## config.mk

```make
export PLATFORM = sky130hd
export DESIGN_NAME = fetch_unit
export DESIGN_NICKNAME = d
export VERILOG_FILES = /design/src/rtl/fetch_unit_pkg.sv /design/src/rtl/fetch_unit_if_id_reg.sv /design/src/rtl/fetch_unit.sv
export SDC_FILE = /design/constraint.sdc
export NUM_CORES = 1
export LEC_CHECK = 0
export CAP_MARGIN = 20
export CORE_MARGIN = 4
export CORE_UTILIZATION = 49
export DETAILED_ROUTE_END_ITERATION = 12
export PLACE_DENSITY = 0.81
export SLEW_MARGIN = 25
export SYNTH_ARGS = -nofsm -noshare
export SYNTH_HDL_FRONTEND = slang
export SYNTH_SLANG_ARGS = --single-unit
export TNS_END_PERCENT = 20
```

## constraint.sdc

```tcl
create_clock -name clk -period 2.5 [get_ports clk]
set_input_delay 0.25 -clock clk [delete_from_list [all_inputs] [get_ports clk]]
set_output_delay 0.25 -clock clk [all_outputs]
set_load 0.02 [all_outputs]
```

## src/rtl/fetch_unit_pkg.sv

```systemverilog
// fetch_unit_pkg
// Shared types and constants for the instruction fetch stage.
//   fetch_state_t : fetch FSM state (FETCH / HALT)
//   PC_RESET      : program counter value after reset
//   INSTR_W       : instruction word width
//   IMEM_ADDR_W   : instruction memory word-address width
//   HALT_WORD     : instruction encoding that stops fetch
//   sat_inc16     : saturating 16-bit increment
package fetch_unit_pkg;

   typedef enum logic [0:0] {
      FETCH = 1'b0,
      HALT  = 1'b1
   } fetch_state_t;

   localparam longint unsigned PC_RESET    = 64'd0;
   localparam int unsigned     INSTR_W     = 32;
   localparam int unsigned     IMEM_ADDR_W = 6;
   localparam logic [INSTR_W-1:0] HALT_WORD = 32'h0000_0000;

   // Holds at all-ones instead of wrapping back to zero.
   function automatic logic [15:0] sat_inc16(input logic [15:0] v);
      if (v == 16'hFFFF) begin
         return v;
      end
      return v + 16'd1;
   endfunction

endpackage

```

## src/rtl/fetch_unit_if_id_reg.sv

```systemverilog
// if_id_reg
// IF/ID pipeline register holding {pc, instr, valid}.
// Ports:
//   clk      : clock, rising edge
//   reset    : synchronous active-low reset, zeroes all fields
//   load_i   : capture pc_i / instr_i with valid = 1
//   clear_i  : squash to a bubble (all fields zero); wins over load_i
//   pc_i     : PC of the instruction being captured
//   instr_i  : instruction being captured
//   pc_o     : held PC (0 when not valid)
//   instr_o  : held instruction (0 when not valid)
//   valid_o  : register holds a real instruction
// With neither load_i nor clear_i the contents hold (stall).
module if_id_reg
   import fetch_unit_pkg::*;
#(
   parameter int unsigned N = 64
) (
   input  logic               clk,
   input  logic               reset,
   input  logic               load_i,
   input  logic               clear_i,
   input  logic [N-1:0]       pc_i,
   input  logic [INSTR_W-1:0] instr_i,
   output logic [N-1:0]       pc_o,
   output logic [INSTR_W-1:0] instr_o,
   output logic               valid_o
);

   logic [N-1:0]       pc_q;
   logic [INSTR_W-1:0] instr_q;
   logic               valid_q;

   // A bubble zeroes pc and instr as well, so an invalid entry always reads as 0.
   always_ff @(posedge clk) begin
      if (!reset || clear_i) begin
         pc_q    <= '0;
         instr_q <= '0;
         valid_q <= 1'b0;
      end else if (load_i) begin
         pc_q    <= pc_i;
         instr_q <= instr_i;
         valid_q <= 1'b1;
      end
   end

   assign pc_o    = pc_q;
   assign instr_o = instr_q;
   assign valid_o = valid_q;

endmodule

```

## src/rtl/fetch_unit.sv

```systemverilog
// fetch_unit
// Instruction fetch stage: PC register, FETCH/HALT state machine, IF/ID
// register and a saturating count of captured instructions. Instruction
// memory is external and answers combinationally.
// Ports:
//   clk             : clock, rising edge
//   reset           : synchronous active-low reset
//   stall_i         : hold PC, IF/ID and state
//   flush_i         : turn the IF/ID contents into a bubble
//   pcsrc_i         : redirect to branch_target_i (highest priority after reset)
//   branch_target_i : redirect byte address, low two bits ignored
//   imem_addr_o     : instruction memory word address, PC[7:2]
//   imem_q_i        : instruction word at imem_addr_o
//   if_pc_o         : PC of the instruction in IF/ID
//   if_instr_o      : instruction in IF/ID
//   if_valid_o      : IF/ID holds a real instruction
//   halted_o        : fetch has stopped on a halt word
//   fetch_count_o   : valid instructions captured, saturating at 16'hFFFF
module fetch_unit
   import fetch_unit_pkg::*;
#(
   parameter int unsigned N = 64
) (
   input  logic                   clk,
   input  logic                   reset,
   input  logic                   stall_i,
   input  logic                   flush_i,
   input  logic                   pcsrc_i,
   input  logic [N-1:0]           branch_target_i,
   output logic [IMEM_ADDR_W-1:0] imem_addr_o,
   input  logic [INSTR_W-1:0]     imem_q_i,
   output logic [N-1:0]           if_pc_o,
   output logic [INSTR_W-1:0]     if_instr_o,
   output logic                   if_valid_o,
   output logic                   halted_o,
   output logic [15:0]            fetch_count_o
);

   fetch_state_t state_q, state_d;
   logic [N-1:0] pc_q, pc_d;
   logic [15:0]  count_q, count_d;
   logic         ifid_load;
   logic         ifid_clear;
   logic         halt_word;

   assign halt_word = (imem_q_i == HALT_WORD);

   // State register together with the PC and counter it controls.
   always_ff @(posedge clk) begin
      if (!reset) begin
         state_q <= FETCH;
         pc_q    <= N'(PC_RESET);
         count_q <= '0;
      end else begin
         state_q <= state_d;
         pc_q    <= pc_d;
         count_q <= count_d;
      end
   end

   // Next state: a redirect always restarts fetch; a halt word only stops
   // fetch when the stage is actually advancing.
   always_comb begin
      state_d = state_q;
      if (pcsrc_i) begin
         state_d = FETCH;
      end else if (!stall_i && (state_q == FETCH) && halt_word) begin
         state_d = HALT;
      end
   end

   // Datapath controls for the current state and inputs.
   always_comb begin
      pc_d       = pc_q;
      count_d    = count_q;
      ifid_load  = 1'b0;
      ifid_clear = 1'b0;
      if (pcsrc_i) begin
         // Masking keeps the target word-aligned.
         pc_d       = branch_target_i & ~N'(3);
         ifid_clear = 1'b1;
      end else if (stall_i) begin
         ifid_clear = flush_i;
      end else begin
         unique case (state_q)
            FETCH: begin
               if (halt_word) begin
                  ifid_clear = 1'b1;
               end else begin
                  pc_d = pc_q + N'(4);
                  if (flush_i) begin
                     ifid_clear = 1'b1;
                  end else begin
                     ifid_load = 1'b1;
                     count_d   = sat_inc16(count_q);
                  end
               end
            end
            HALT: begin
               ifid_clear = 1'b1;
            end
            default: begin
               ifid_clear = 1'b1;
            end
         endcase
      end
   end

   if_id_reg #(
      .N (N)
   ) u_if_id_reg (
      .clk     (clk),
      .reset   (reset),
      .load_i  (ifid_load),
      .clear_i (ifid_clear),
      .pc_i    (pc_q),
      .instr_i (imem_q_i),
      .pc_o    (if_pc_o),
      .instr_o (if_instr_o),
      .valid_o (if_valid_o)
   );

   assign imem_addr_o   = pc_q[7:2];
   assign halted_o      = (state_q == HALT);
   assign fetch_count_o = count_q;

endmodule

```

# [Word-level counts from Yosys, hierarchy flattened]
# Index checks and enable logic that the tools add are counted.
[word_totals] ff_bits=178 latch_bits=0 ram_bits=0 mem_bits_ro=0 in_bits=101 out_inout_bits=120 wordCells=51 memories=0
[op_classes] add_sub_neg=2 mul=0 div=0 n_lt_le_gt_ge=0 eq_ne=5 n_shift=0 mux=21 n_bitwise=6 reduce_logical=10
[op_table] cell="$mux W64" n=4
[op_table] cell="$add A64 B3 Y64 const B" n=1
[op_table] cell="$logic_not A32 Y1" n=1
[op_table] cell="$add A16 B1 Y16 const B" n=1
[op_table] cell="$eq A16 B16 Y1 const B" n=1
[op_table] cell="$mux W16" n=1
[op_table] cell="$mux W1" n=15
[op_table] cell="$ne A2 B2 Y1 const B" n=3
[op_table] cell="$not A1 Y1" n=6
[op_table] cell="$reduce_and A3 Y1" n=2
[op_table] cell="$reduce_and A6 Y1" n=1
[op_table] cell="$logic_and A1 B1 Y1" n=2
[op_table] cell="$logic_not A1 Y1" n=2
[op_table] cell="$ne A2 B1 Y1 const B" n=1
[op_table] cell="$pmux W1 S2" n=1
[op_table] cell="$reduce_or A2 Y1" n=1
[op_table] cell="$logic_or A1 B1 Y1" n=1

# [Logic depth before layout (Yosys ltp)]
[depth] ltp_word=9 depth_mapped=9

# [Cells and area by module]
# A second synthesis with hierarchy kept.
[unflattened] cells_unflattened=902 area_unflattened_um2=8018.9
[modules_own_cells] mod="fetch_unit" n_inst=1 cells_each=588 area_per_inst_um2=4575.6 seq_area_each_um2=1581.5
[modules_own_cells] mod="if_id_reg" n_inst=1 cells_each=314 area_per_inst_um2=3443.3 seq_area_each_um2=1941.9

# [Least setup slack after synthesis]
# No wires, ideal clock.
[synth_path] path_kind="flip-flop to flip-flop" startpoint="register count_q[0] (netlist: fetch_count_o[0])" endpoint="register count_q[14] (netlist: fetch_count_o[14])" setup_time_ns=0.070 t_arrival_ns=2.166 t_required_ns=2.430 path_slack_ns=0.264 stages_incl_launch_ff=10 period_less_slack_ns=2.236 cell_sequence="dfxtp_1 > ha_1 > and3_1 > and2_1 > clkbuf_1 > and3_1 > clkbuf_1 > clkbuf_1 > or4_1 > a21oi_1"
[synth_between] elab_chain_cells=9 elab_cells_between_ends=11 classes_between="add/sub: 1; eq/ne: 2; mux: 7; reduce/logical: 1"
[synth_lines] item="from (decl)" line="fetch_unit.sv:41" text="logic [15:0] count_q, count_d;"
[synth_lines] item="from (signal assigned)" line="fetch_unit.sv:57" text="count_q <= count_d;"
[synth_lines] item="$eq A16 B16 Y1" line="fetch_unit_pkg.sv:23" text="if (v == 16'hFFFF) begin"
[synth_lines] item="$mux W1" line="fetch_unit_pkg.sv:23"
[synth_lines] item="$mux W1" line="fetch_unit.sv:91" text="if (flush_i) begin"
[synth_lines] item="$mux W1" line="fetch_unit.sv:87" text="if (halt_word) begin"
[synth_lines] item="$mux W1" line="fetch_unit.sv:85" text="unique case (state_q)"
[synth_lines] item="$mux W1" line="fetch_unit.sv:82" text="end else if (stall_i) begin"
[synth_lines] item="$mux W1" line="fetch_unit.sv:78" text="if (pcsrc_i) begin"
[synth_lines] item="$ne A2 B2 Y1 (no source line)"
[synth_lines] item="$reduce_and A6 Y1 (no source line)"
# Several ways; a longest one is shown, not always the timed one. The select of a mux whose other input is x is not followed.
# A chain may end at the register's enable or synchronous reset.

# [Worst setup path after layout]
[layout_path] startpoint="register pc_q[4]" endpoint="register pc_q[48]"
[layout_between] elab_chain_cells=5
[layout_lines] item="from (decl)" line="fetch_unit.sv:40" text="logic [N-1:0] pc_q, pc_d;"
[layout_lines] item="from (signal assigned)" line="fetch_unit.sv:52" text="pc_q <= N'(PC_RESET);"
[layout_lines] item="from (signal assigned)" line="fetch_unit.sv:56" text="pc_q <= pc_d;"
[layout_lines] item="$add A64 B3 Y64" line="fetch_unit.sv:90" text="pc_d = pc_q + N'(4);"
[layout_lines] item="$mux W64" line="fetch_unit.sv:87"
[layout_lines] item="$mux W64" line="fetch_unit.sv:85"
[layout_lines] item="$mux W64" line="fetch_unit.sv:82"
[layout_lines] item="$mux W64" line="fetch_unit.sv:78"
# No other way between the ends. The select of a mux whose other input is x is not followed.

==> results.json <==
{
  "overflow": 0,
  "synth_area_per_cell_um2": 7.82,
  "grt_util_met3_pct": 4.59,
  "outcome": "completed",
  "ctsLongestPathBuffers": 2,
  "rsz0062_at_grt": "no",
  "grt_pass1_wl_um": 40100,
  "ys_seq_area_share_pct": 43.5,
  "r2r_start": "pc_q[4]",
  "crit_family": "simple AND/OR/NAND/NOR gates",
  "die-height_um": 136,
  "grt_usage_pct": 26.6,
  "yosysWarnings": 0,
  "ctsHoldBuffers": 0,
  "grt_most_used_layer": "met2",
  "grt.met1_usage_pct": 34.9,
  "dpl_worst_slack_ps": -289,
  "vdd_drop_max_mv": 0.462,
  "grt_max_degree": 68,
  "wire_per_inst_um": 17.2,
  "num_io_pins": 221,
  "worst_pin_slew_ps": 677,
  "cts_buffers": 17,
  "r2r-end": "pc_q[48]",
  "path_buf_inv": 1,
  "fill_cells": 1267,
  "ys_ff_latch": 174,
  "worst_hold_path.num_cells": 3,
  "path_cells": "nand4_1 -> nor4_4 -> buf_4 -> nand4_1 -> or4_1 -> a31oi_1",
  "crit_slowest_cell": "or4_1",
  "post-cts-setup-buffer-count": 0,
  "grt_pass1_vias": 8052,
  "final_nets": 1341,
  "synthesis.instances": 1025,
  "whs_endpoint": "fetch_count_o[2]",
  "die-area_um2": 18500,
  "required_ps": 2850,
  "crit_top_cell": "nand4_1",
  "cpPeakStageDelay_ps": 550,
  "relSlewSlack_pct": 54.8,
  "yosysUniqueCellTypes": 57,
  "stdcell_count": 1466,
  "antenna_left": 0,
  "cts_tree": "done",
  "dpl.hpwl_um": 17900,
  "arrival_ps": 2750,
  "die_w_um": 136,
  "avgViaCountPerCell": 5.90,
  "hold_start": "reset",
  "cts_sinks": 174,
  "wl_um": 25300,
  "rows": 46,
  "slew_viol_final": 0,
  "setup_viol": 0,
  "hold_path_class": "in -> reg",
  "syn-cell-area_um2": 8010,
  "finalCritPeriodShare_pct": 95.8,
  "cp-end-kind": "register",
  "synth-edff-count": 0,
  "path_clk_slew_ps": 70,
  "diodes": 0,
  "grt_antenna_before_repair": 0,
  "syn_to_final_growth_pct": 41.4,
  "path_class": "reg -> reg",
  "io_buffer_count": 216,
  "gp_congestion": 0.863,
  "synth_ff_type": "dfxtp_1",
  "setup_slack_ps": 106,
  "h-tree-depth": 4,
  "powerDensity_nw_per_um2": 568,
  "period_needed_ps": 2390,
  "cts_resized": 0,
  "hold_ws_ps": 393,
  "r2r_slack_ps": 110,
  "skew_ps": 9.05,
  "fin_area_um2": 11300,
  "vias": 8648,
  "dr.pass1.iters": 5,
  "ff2ff_path_depth": 6,
  "first_iter_violations": 724,
  "drc": 0,
  "clk_latency_ps": 420,
  "post-place-cells": 1435,
  "leakagePower_nw": 3.65,
  "drv_cap": 0,
  "drive_gt1_share_pct": 8.56,
  "fmax_ghz": 0.418,
  "start_util_pct": 50.3,
  "ys_async_sr_fraction_pct": 0,
  "fin_util_pct": 71.1,
  "gr-usage-met2_pct": 44.6,
  "start_kind": "register",
  "finalHoldViolCount": 0,
  "placed_area_um2": 10700,
  "core_area_um2": 15900,
  "cts_root_buf": "clkbuf_16",
  "crit_fanout": 8
}
[worst reg2reg max path, cell delays in order, from the launching register on]
cell and delay, ps:
dfxtp_1 480, nand4_1 260, nor4_4 410, buf_4 200, nand4_1 260, or4_1 560, a31oi_1 160
[kinds of logic after synthesis]
family | count (synthesis) | share of synthesized area, %
AOI/OAI and AO/OA | 300 | 22.3
buffers and inverters | 92 | 4.95
and+or+nand+nor | 438 | 27.0
xor gates and xnor gates | 16 | 1.75
adders and majority gates | 2 | 0.312
other | 1 | 0.0468
muxes | 2 | 0.250
DFF | 174 | 43.5
[cells in the final DEF, fill, tap and decap left out, drive strengths merged, types with 14 or more instances in the layout]
cell type and instances:
o21ai 72, nor2 30, o31ai 21, dfxtp 174
nand4 23, buf 62, o2111ai 14, clkbuf 22
clkdlybuf4s50 215, a21oi 127, nor4 27, nand2 227
nand3 25, and4 16, nor3 20, or4 24
a31oi 24
[sequential cells by signal, summed over array words and instances, names as in the netlist]
| signal | flops |
|---|---|
| pc_q | 62 |
| u_if_id_reg.valid_o | 1 |
| halted_o | 1 |
| u_if_id_reg.instr_o | 32 |
| fetch_count_o | 16 |
| u_if_id_reg.pc_o | 62 |
[final cells by class]
type | instances | area [um^2] | share of cell area [%]
clock buffer | 22 | 474 | 4.19
clock inverter | 9 | 156 | 1.38
inverter | 8 | 30.0 | 0.265
multi-input combinational | 760 | 4160 | 36.7
sequential | 174 | 3480 | 30.7
tap | 216 | 270 | 2.39
timing repair buffer | 277 | 2750 | 24.3
[per-stage QoR]
step / setup TNS (ps) / power [mW]
final: 0 / 6.44
after global routing: 0 / 6.63
after CTS: 0 / 6.45
after detailed placement: -18230 / 3.62
after global placement: -11880 / 3.61
after floorplan: 0 / 3.28
[worst max path at each step]
stage | startpoint | to | slack, ps | cells past startpoint
after floorplan | fetch_count_o[0] | fetch_count_o[14] | 260 | 9
after global placement | imem_q_i[1] | u_if_id_reg.instr_o[13] | -170 | 7
after detailed placement | imem_q_i[31] | u_if_id_reg.instr_o[30] | -290 | 7
after CTS | pc_q[18] | pc_q[63] | 130 | 5
after global routing | pc_q[4] | pc_q[52] | 50 | 7
final | pc_q[4] | pc_q[48] | 110 | 6
[synth_stat cells (all sizes together) (7+ instances only)]
cell	instances	area (um^2)
nand2	227	852
dfxtp	174	3480
a21oi	127	636
o21ai	72	360
clkbuf	57	215
nor2	30	113
buf	27	151
nor4	27	184
nand3	25	130
a31oi	24	150
or4	24	184
nand4	23	150
o31ai	21	158
nor3	20	100
and4	16	140
o2111ai	14	129
a211oi	12	90.1
or3	12	75.1
xor2	10	87.6
and3	9	57.6
inv	8	30.0
o31a	8	70.1
and2	7	43.8
[where the power goes]
part | internal, mW | switching (mW)
logic | 0.318 | 0.308
registers | 2.85 | 0.0976
clock network | 1.75 | 1.11
total | 4.92 | 1.51
[metal layers]
layer | vias to the layer above | wire length, um
li1 | 4151 | -
met1 | 4122 | 10700
met2 | 340 | 12400
met3 | 35 | 1670
met4 | 0 | 492
met5 | - | 0
Note: power is estimated with default switching activity, not from simulation.
